$ cat src/rtl/led_pattern_sequencer_pkg.sv
// led_pattern_sequencer_pkg
// Shared PD1 I/O encodings used by the LED pattern sequencer and its helpers.
//   mode_t       : 2-bit pattern select carried on the board switches
//   MODE_*       : pattern encodings (ROT_L, ROT_R, BOUNCE, FILL)
//   DIR_*        : bounce direction encodings
package led_pattern_sequencer_pkg;

    typedef logic [1:0] mode_t;

    localparam mode_t MODE_ROT_L  = 2'b00;
    localparam mode_t MODE_ROT_R  = 2'b01;
    localparam mode_t MODE_BOUNCE = 2'b10;
    localparam mode_t MODE_FILL   = 2'b11;

    localparam logic DIR_LEFT  = 1'b0;
    localparam logic DIR_RIGHT = 1'b1;

endpackage

$ cat src/rtl/led_pattern_sequencer_rise_edge_detect.sv
// rise_edge_detect
// Single-register rising-edge detector, intended for reuse on debounced
// buttons as well as the timer square wave.
//   clk   : system clock, posedge
//   rst   : synchronous active-high reset
//   din   : level input, same clock domain
//   pulse : combinational, high while din=1 and the previous sample was 0
// RESET_VAL is the value the history register takes in reset; 1 means a
// din that is already high when reset releases is not seen as an edge.
module rise_edge_detect
    import led_pattern_sequencer_pkg::*;
#(
    parameter logic RESET_VAL = 1'b1
) (
    input  logic clk,
    input  logic rst,
    input  logic din,
    output logic pulse
);

    logic din_q;

    always_ff @(posedge clk) begin
        if (rst) begin
            din_q <= RESET_VAL;
        end else begin
            din_q <= din;
        end
    end

    assign pulse = din & ~din_q;

endmodule

$ cat src/rtl/led_pattern_sequencer.sv
// led_pattern_sequencer
// Advances an LED pattern one step per rising edge of the timer square wave.
//   clk        : system clock, posedge
//   rst        : synchronous active-high reset
//   tick_in    : timer square wave; each rising edge requests one step
//   mode       : 00 ROT_L, 01 ROT_R, 10 BOUNCE, 11 FILL
//   pause      : 1 drops step requests (they are not queued)
//   leds       : registered LED pattern, WIDTH bits
//   step_pulse : registered, one cycle when leds advanced
//   wrap_pulse : registered, one cycle when the pattern completed a cycle
module led_pattern_sequencer
    import led_pattern_sequencer_pkg::*;
#(
    parameter int WIDTH = 8
) (
    input  logic             clk,
    input  logic             rst,
    input  logic             tick_in,
    input  logic [1:0]       mode,
    input  logic             pause,
    output logic [WIDTH-1:0] leds,
    output logic             step_pulse,
    output logic             wrap_pulse
);

    localparam int IDX_W = $clog2(WIDTH);
    localparam logic [IDX_W-1:0] FILL_LAST = IDX_W'(WIDTH - 1);

    logic             tick_rise;
    mode_t            mode_q;
    logic             chg;
    logic             step;
    logic             dir;
    logic [IDX_W-1:0] fill_idx;

    logic [WIDTH-1:0] fill_pat;
    logic             is_onehot;
    logic             pattern_ok;
    logic [WIDTH-1:0] nxt_leds;
    logic             nxt_dir;
    logic [IDX_W-1:0] nxt_fill;
    logic             nxt_wrap;

    rise_edge_detect #(
        .RESET_VAL (1'b1)
    ) u_tick_edge (
        .clk   (clk),
        .rst   (rst),
        .din   (tick_in),
        .pulse (tick_rise)
    );

    // A mode change restarts the pattern and swallows any edge in that cycle.
    assign chg  = (mode != mode_q);
    assign step = tick_rise & ~pause & ~chg;

    // Expected FILL pattern for the current index: bits 0..fill_idx lit.
    always_comb begin
        fill_pat = '0;
        for (int i = 0; i < WIDTH; i++) begin
            fill_pat[i] = (IDX_W'(i) <= fill_idx);
        end
    end

    assign is_onehot = (leds != '0) && ((leds & (leds - WIDTH'(1))) == '0);

    // Next pattern if a step happens now. An inconsistent pattern (only
    // reachable through a glitch) is replaced by the start pattern.
    always_comb begin
        nxt_leds   = leds;
        nxt_dir    = dir;
        nxt_fill   = fill_idx;
        nxt_wrap   = 1'b0;
        pattern_ok = 1'b0;
        case (mode_q)
            MODE_ROT_L: begin
                pattern_ok = is_onehot;
                nxt_leds   = {leds[WIDTH-2:0], leds[WIDTH-1]};
                nxt_wrap   = leds[WIDTH-1];
            end
            MODE_ROT_R: begin
                pattern_ok = is_onehot;
                nxt_leds   = {leds[0], leds[WIDTH-1:1]};
                nxt_wrap   = leds[0];
            end
            MODE_BOUNCE: begin
                // The turn happens on the step that reaches the end bit, so
                // a lit end bit with direction still pointing outward is bad.
                pattern_ok = is_onehot
                           && !((dir == DIR_LEFT)  && leds[WIDTH-1])
                           && !((dir == DIR_RIGHT) && leds[0]);
                if (dir == DIR_LEFT) begin
                    nxt_leds = leds << 1;
                    if (nxt_leds[WIDTH-1]) begin
                        nxt_dir = DIR_RIGHT;
                    end
                end else begin
                    nxt_leds = leds >> 1;
                    if (nxt_leds[0]) begin
                        nxt_dir  = DIR_LEFT;
                        nxt_wrap = 1'b1;
                    end
                end
            end
            default: begin
                pattern_ok = (leds == fill_pat);
                if (fill_idx == FILL_LAST) begin
                    nxt_fill = '0;
                    nxt_leds = WIDTH'(1);
                    nxt_wrap = 1'b1;
                end else begin
                    nxt_fill = fill_idx + 1'b1;
                    nxt_leds = {leds[WIDTH-2:0], 1'b1};
                end
            end
        endcase
        if (!pattern_ok) begin
            nxt_leds = WIDTH'(1);
            nxt_dir  = DIR_LEFT;
            nxt_fill = '0;
            nxt_wrap = 1'b0;
        end
    end

    always_ff @(posedge clk) begin
        if (rst) begin
            leds       <= WIDTH'(1);
            dir        <= DIR_LEFT;
            fill_idx   <= '0;
            step_pulse <= 1'b0;
            wrap_pulse <= 1'b0;
            mode_q     <= mode;
        end else begin
            mode_q <= mode;
            if (chg) begin
                leds       <= WIDTH'(1);
                dir        <= DIR_LEFT;
                fill_idx   <= '0;
                step_pulse <= 1'b0;
                wrap_pulse <= 1'b0;
            end else if (step) begin
                leds       <= nxt_leds;
                dir        <= nxt_dir;
                fill_idx   <= nxt_fill;
                step_pulse <= 1'b1;
                wrap_pulse <= nxt_wrap;
            end else begin
                step_pulse <= 1'b0;
                wrap_pulse <= 1'b0;
            end
        end
    end

endmodule

$ cat config.mk
export PLATFORM = sky130hd
export DESIGN_NAME = led_pattern_sequencer
export DESIGN_NICKNAME = d
export VERILOG_FILES = /design/src/rtl/led_pattern_sequencer_pkg.sv /design/src/rtl/led_pattern_sequencer_rise_edge_detect.sv /design/src/rtl/led_pattern_sequencer.sv
export SDC_FILE = /design/constraint.sdc
export NUM_CORES = 1
export LEC_CHECK = 0
export BUFFER_PORTS_ARGS = -buffer_cell sky130_fd_sc_hd__buf_2
export CAP_MARGIN = 10
export CORE_MARGIN = 4
export CORE_UTILIZATION = 60
export DETAILED_ROUTE_END_ITERATION = 10
export PLACE_DENSITY = 0.94
export SETUP_SLACK_MARGIN = 0.02
export SLEW_MARGIN = 20
export SYNTH_ARGS = -nofsm -noshare
export SYNTH_HDL_FRONTEND = slang
export SYNTH_SLANG_ARGS = --single-unit
$ cat constraint.sdc
create_clock -name clk -period 3.8 [get_ports clk]
set_input_delay 0.38 -clock clk [delete_from_list [all_inputs] [get_ports clk]]
set_output_delay 0.38 -clock clk [all_outputs]
set_load 0.005 [all_outputs]
Yosys cells after proc, flatten, opt, wreduce, memory -nomap -nowiden
Cells that the tools add are included.
{"block": "word_totals", "regBits": 17}
{"block": "op_classes", "bitwise": 10, "n_addsub": 2, "reduce_logical": 16, "order_cmp": 8, "n_mux": 18, "eq_ne": 7}
{"cell": "8-bit 2-to-1 mux", "count": 3}
{"cell": "8-bit case mux with 3 select lines", "count": 1}
{"cell": "3-bit less-or-equal comparator, first input constant", "count": 4}
{"cell": "1-bit 2-to-1 mux", "count": 9}
{"cell": "3-bit 2-to-1 mux", "count": 3}
{"cell": "8-bit AND", "count": 1}
{"cell": "8-bit == test", "count": 1}
{"cell": "8-bit logical NOT", "count": 1}
{"cell": "8-bit nonzero test", "count": 1}
{"cell": "8-bit by 1-bit subtractor with 8-bit output, second input constant", "count": 1}
{"cell": "1-bit by 3-bit less-or-equal comparator with 1-bit output, first input constant", "count": 2}
{"cell": "2-bit by 3-bit less-or-equal comparator with 1-bit output, first input constant", "count": 2}
{"cell": "1-bit NOT", "count": 6}
{"cell": "1-bit logical AND", "count": 5}
{"cell": "2-bit AND reduction", "count": 2}
{"cell": "2-bit OR reduction", "count": 2}
{"cell": "4-bit OR reduction", "count": 1}
{"cell": "3-bit by 1-bit adder with 3-bit output, second input constant", "count": 1}
{"cell": "1-bit AND", "count": 3}
{"cell": "3-bit == test, second input constant", "count": 1}
{"cell": "1-bit case mux with 3 select lines", "count": 1}
{"cell": "3-bit OR reduction", "count": 1}
{"cell": "2-bit by 1-bit == test with 1-bit output, second input constant", "count": 1}
{"cell": "2-bit == test, second input constant", "count": 1}
{"cell": "other kinds (6)", "count": 7}

Depth between registers and ports, before layout
{"block": "depth", "word_depth": 9, "ltp_mapped": 9, "ltp_nobuf": 8}

By module
A second synthesis with hierarchy kept.
{"block": "hier_totals", "hier_cells": 145, "hier_area_um2": 1173.6}
{"mod": "led_pattern_sequencer", "area_per_inst_um2": 1141.1, "cells_each": 142, "instances": 1}
{"mod": "rise_edge_detect", "area_per_inst_um2": 32.5, "cells_each": 3, "instances": 1}

Least setup slack after synthesis
Ideal clock, no wire load.
{"block": "synth_path", "path_type": "reg2reg", "from": "register fill_idx[0]", "to": "register wrap_pulse", "slack_ns": 1.415, "arrival_time_ns": 2.298, "setup_ns": 0.087, "path_stages_with_launch": 10, "path_cell_list": "dfxtp_1 > buf_2 > inv_1 > ha_1 > a211oi_4 > xnor2_1 > or4_4 > nor4_4 > nor2_1 > nor4b_2"}
{"block": "synth_between", "elab_chain_len": 5, "word_cells_on_any_way": 15, "classes_between": "order compare: 8; eq/ne: 2; mux: 3; bitwise: 1; reduce/logical: 1"}
{"element": "start: declaration", "line_no": "led_pattern_sequencer.sv:34", "rtl": "logic [IDX_W-1:0] fill_idx;"}
{"element": "start signal: assignment", "line_no": "led_pattern_sequencer.sv:144", "rtl": "fill_idx <= nxt_fill;"}
{"element": "1-bit by 3-bit less-or-equal comparator with 1-bit output (tied with other cells)", "line_no": "led_pattern_sequencer.sv:61", "rtl": "fill_pat[i] = (IDX_W'(i) <= fill_idx);"}
{"element": "8-bit == test", "line_no": "led_pattern_sequencer.sv:106", "rtl": "pattern_ok = (leds == fill_pat);"}
{"element": "1-bit case mux with 2 select lines", "line_no": "led_pattern_sequencer.sv:75", "rtl": "case (mode_q)"}
{"element": "1-bit NOT (no source line)"}
{"element": "4-bit OR reduction (no source line)"}
{"element": "end signal: assignment", "line_no": "led_pattern_sequencer.sv:146", "rtl": "wrap_pulse <= nxt_wrap;"}
{"element": "end: declaration", "line_no": "led_pattern_sequencer.sv:23", "rtl": "output logic wrap_pulse"}
Several ways; a longest one is shown, not always the timed one.
A chain may end at the register's enable or synchronous reset.

Final worst setup path
{"block": "layout_path", "from": "register fill_idx[0]", "to": "register leds[7]"}
{"block": "layout_between", "elab_chain_len": 4, "word_cells_on_any_way": 14, "classes_between": "order compare: 8; eq/ne: 2; mux: 4"}
{"element": "1-bit by 3-bit less-or-equal comparator with 1-bit output (tied with other cells)", "line_no": "led_pattern_sequencer.sv:61"}
{"element": "8-bit == test or 8-bit 2-to-1 mux (tied branches)", "line_no": "led_pattern_sequencer.sv:106, led_pattern_sequencer.sv:107"}
{"element": "1-bit case mux with 2 select lines or 8-bit case mux with 3 select lines (tied branches)", "line_no": "led_pattern_sequencer.sv:75"}
{"element": "8-bit 2-to-1 mux (*)", "line_no": "led_pattern_sequencer.sv:117", "rtl": "if (!pattern_ok) begin"}
{"element": "end signal: assignment", "line_no": "led_pattern_sequencer.sv:142", "rtl": "leds <= nxt_leds;"}
{"element": "end: declaration", "line_no": "led_pattern_sequencer.sv:21", "rtl": "output logic [WIDTH-1:0] leds,"}
Mark *: on every way between the ends. The rest lies on a longest branch, timed or not.

==> results.toml <==
[detailed_routing]
drcViolationCount = 0
first_iter_violations = 76
final_antenna_net_count = 0
via_per_inst = 6.42
routed-via-count = 1105
first_pass_iters = 7
wirelength_mm = 2.62
post_drt_wl_per_cell_um = 15.2

[worst_hold_path]
min-delay-start = "mode[0]"
hold_path_end = "mode_q[0]"
whs_path_depth = 1
hold_class = "in2reg"

[clock_tree]
postCtsSetupBuffers = 0
path_clk_slew_ps = 100
cts_resized = 0
ctsHoldBuffers = 0
cts_tree = "yes"
htree_levels = 1
cts.sinks = 17
cts_buffer_depth = 2
root_buffer = "clkbuf_4"
clkLatencyLatePin_ps = 290
cts-buffers-inserted = 3

[global_routing]
grt_max_degree = 16
antenna_found_initial = 0
grt_pass1_wl_mm = 4.32
grt_pass1_vias = 938
grt-ovfl-total = 0
track_usage_pct = 21.0

[yosys]
yosysWarningCount = 0
synth_edf_count = 0
ys_ff_latch = 17
synth_area_um2 = 1130
ys_seq_area_share_pct = 30.0
syn_inst = 139
async_flop_share_pct = 0
synthesis.nets = 149
avgSynthCellArea_um2 = 8.16
ys_types = 47
ys.flop_type = "dfxtp_1"

[die]
start_util_pct = 64.3
io_pins = 16
die_h_um = 51.5
fp.dieW_um = 51.5
dieArea_um2 = 2650
rows = 15
core_area_um2 = 1760

[sta]
rsz0062_at_grt = "false"
timing.fmax_ghz = 0.368
fin_crit_sh_pct = 71.6
tightestPinTransition_ps = 546
tns_ps = 0
timing.hold.ws_ps = 203
layout_setup_ws_ps = 1080
maxSlewHeadroom_pct = 63.3
setup_violations = 0
timing_hold_violations_final = 0
fin_worst_skew_ps = 1.58
drv_slew = 0
min_period_ps = 2720

[final_layout]
final_cell_mix = "17 x dfxtp_1, 15 x buf_2, 14 x nand2_1"
final_util_pct = 68.9
diodes = 0
fill_cells = 153
final_cell_area_um2 = 1210
drive_gt1_share_pct = 18.4
syn_to_final_growth_pct = 7.06
nNetsFinal = 158
final_common_cell = "dfxtp_1"
stdcell_count = 172

[worst_setup_path]
r2r-start = "fill_idx[0]"
reg2reg_slack_ps = 1080
worstReg2RegEnd = "leds[7]"
reg2reg_depth = 8
cp_max_fo = 13
start_kind = "flip-flop"
criticalPathCategory = "reg2reg"
required_ps = 4010
end_kind = "flip-flop"
arrival_ps = 2930

[run_status]
status = "finished clean"

[placed_design]
dpl_worst_slack_ps = 1170
postPlaceCellArea_um2 = 1190
port-buffer-count = 15
dp_hpwl_mm = 1.86
gp_congestion = 0.902
place_inst = 168

[power_and_ir_drop]
leakagePower_nw = 0.478
powerDensity_nw_per_um2 = 255
power_mw = 0.310
vdd_drop_max_mv = 0.235

[run]
maxCapViolCount = 0
[sequential cells by signal, summed over array words and instances (netlist names)]
register,flops
u_tick_edge.din_q,1
wrap_pulse,1
fill_idx,3
mode_q,2
leds,8
step_pulse,1
dir,1
[layout make-up]
cell class / count / area (um^2) / share of cell area [%]
clock buffer: 4 / 26.3 / 2.16
inverter: 4 / 15.0 / 1.24
multi-input combinational: 107 / 727 / 59.8
sequential: 17 / 340 / 28.0
tap: 25 / 31.3 / 2.57
timing repair buffer: 15 / 75.1 / 6.18
[routing by layer]
layer  track usage [%]  up-vias  routed length [um]
met5                 0        -                   0
met4              7.86        0                  44
met3              1.72       11                 187
met2              36.0       56                1300
met1              27.4      508                1080
li1                  -      530                   -
[logic make-up (layout without fill, tap and decap cells)]
| kind of cell | count (synthesis) | count (layout) | synth area share, % |
|---|---|---|---|
| xor gates and xnor gates | 7 | 7 | 5.40 |
| and+or+nand+nor | 54 | 54 | 28.0 |
| AOI/OAI and AO/OA | 42 | 42 | 26.2 |
| adders and majority gates | 4 | 4 | 4.41 |
| DFF | 17 | 17 | 30.0 |
| buffers and inverters | 15 | 23 | 5.95 |
[worst max-delay path, stage by stage, from the launching register on]
cell and delay, ps:
dfxtp_1 630, inv_1 130, ha_1 270, a211oi_4 220, xnor2_1 90, or4_4 540, nor4_4 340, o21ai_2 190
o21ai_0 230
[synth_stat cells, types with 2 or more instances]
cell / number / share of area, %
buf_2: 2 / 0.88
nand3_1: 4 / 1.8
or3_1: 3 / 1.7
a21oi_1: 8 / 3.5
and3_1: 2 / 1.1
nand2b_1: 2 / 1.1
nand2_1: 14 / 4.6
nor3_1: 5 / 2.2
xor2_1: 4 / 3.1
o21ai_1: 4 / 1.8
o21ai_0: 8 / 3.5
dfxtp_1: 17 / 30
xnor2_1: 3 / 2.3
inv_1: 4 / 1.3
a22oi_1: 6 / 4.0
ha_1: 4 / 4.4
nor4b_1: 3 / 2.3
o22ai_1: 2 / 1.1
o211ai_1: 2 / 1.3
nor2_1: 8 / 2.6
nor2b_1: 3 / 1.7
clkbuf_1: 6 / 2.0
[how the worst max path moves through the flow]
| stage | startpoint | endpoint | depth (start not counted) |
|---|---|---|---|
| 3_5_place_dp | fill_idx[0] | fill_idx[0] | 8 |
| 5_1_grt | fill_idx[0] | leds[7] | 8 |
| 4_1_cts | fill_idx[0] | leds[7] | 8 |
| 3_3_place_gp | fill_idx[0] | fill_idx[0] | 8 |
| 6_report | fill_idx[0] | leds[7] | 8 |
| 2_1_floorplan | fill_idx[0] | wrap_pulse | 9 |
[power by group]
part | switching, mW | internal (mW)
clock network | 0.0577 | 0.0409
registers | 0.00449 | 0.180
logic | 0.0157 | 0.0108
total | 0.0778 | 0.232
Note: power is estimated with default switching activity, not from simulation.
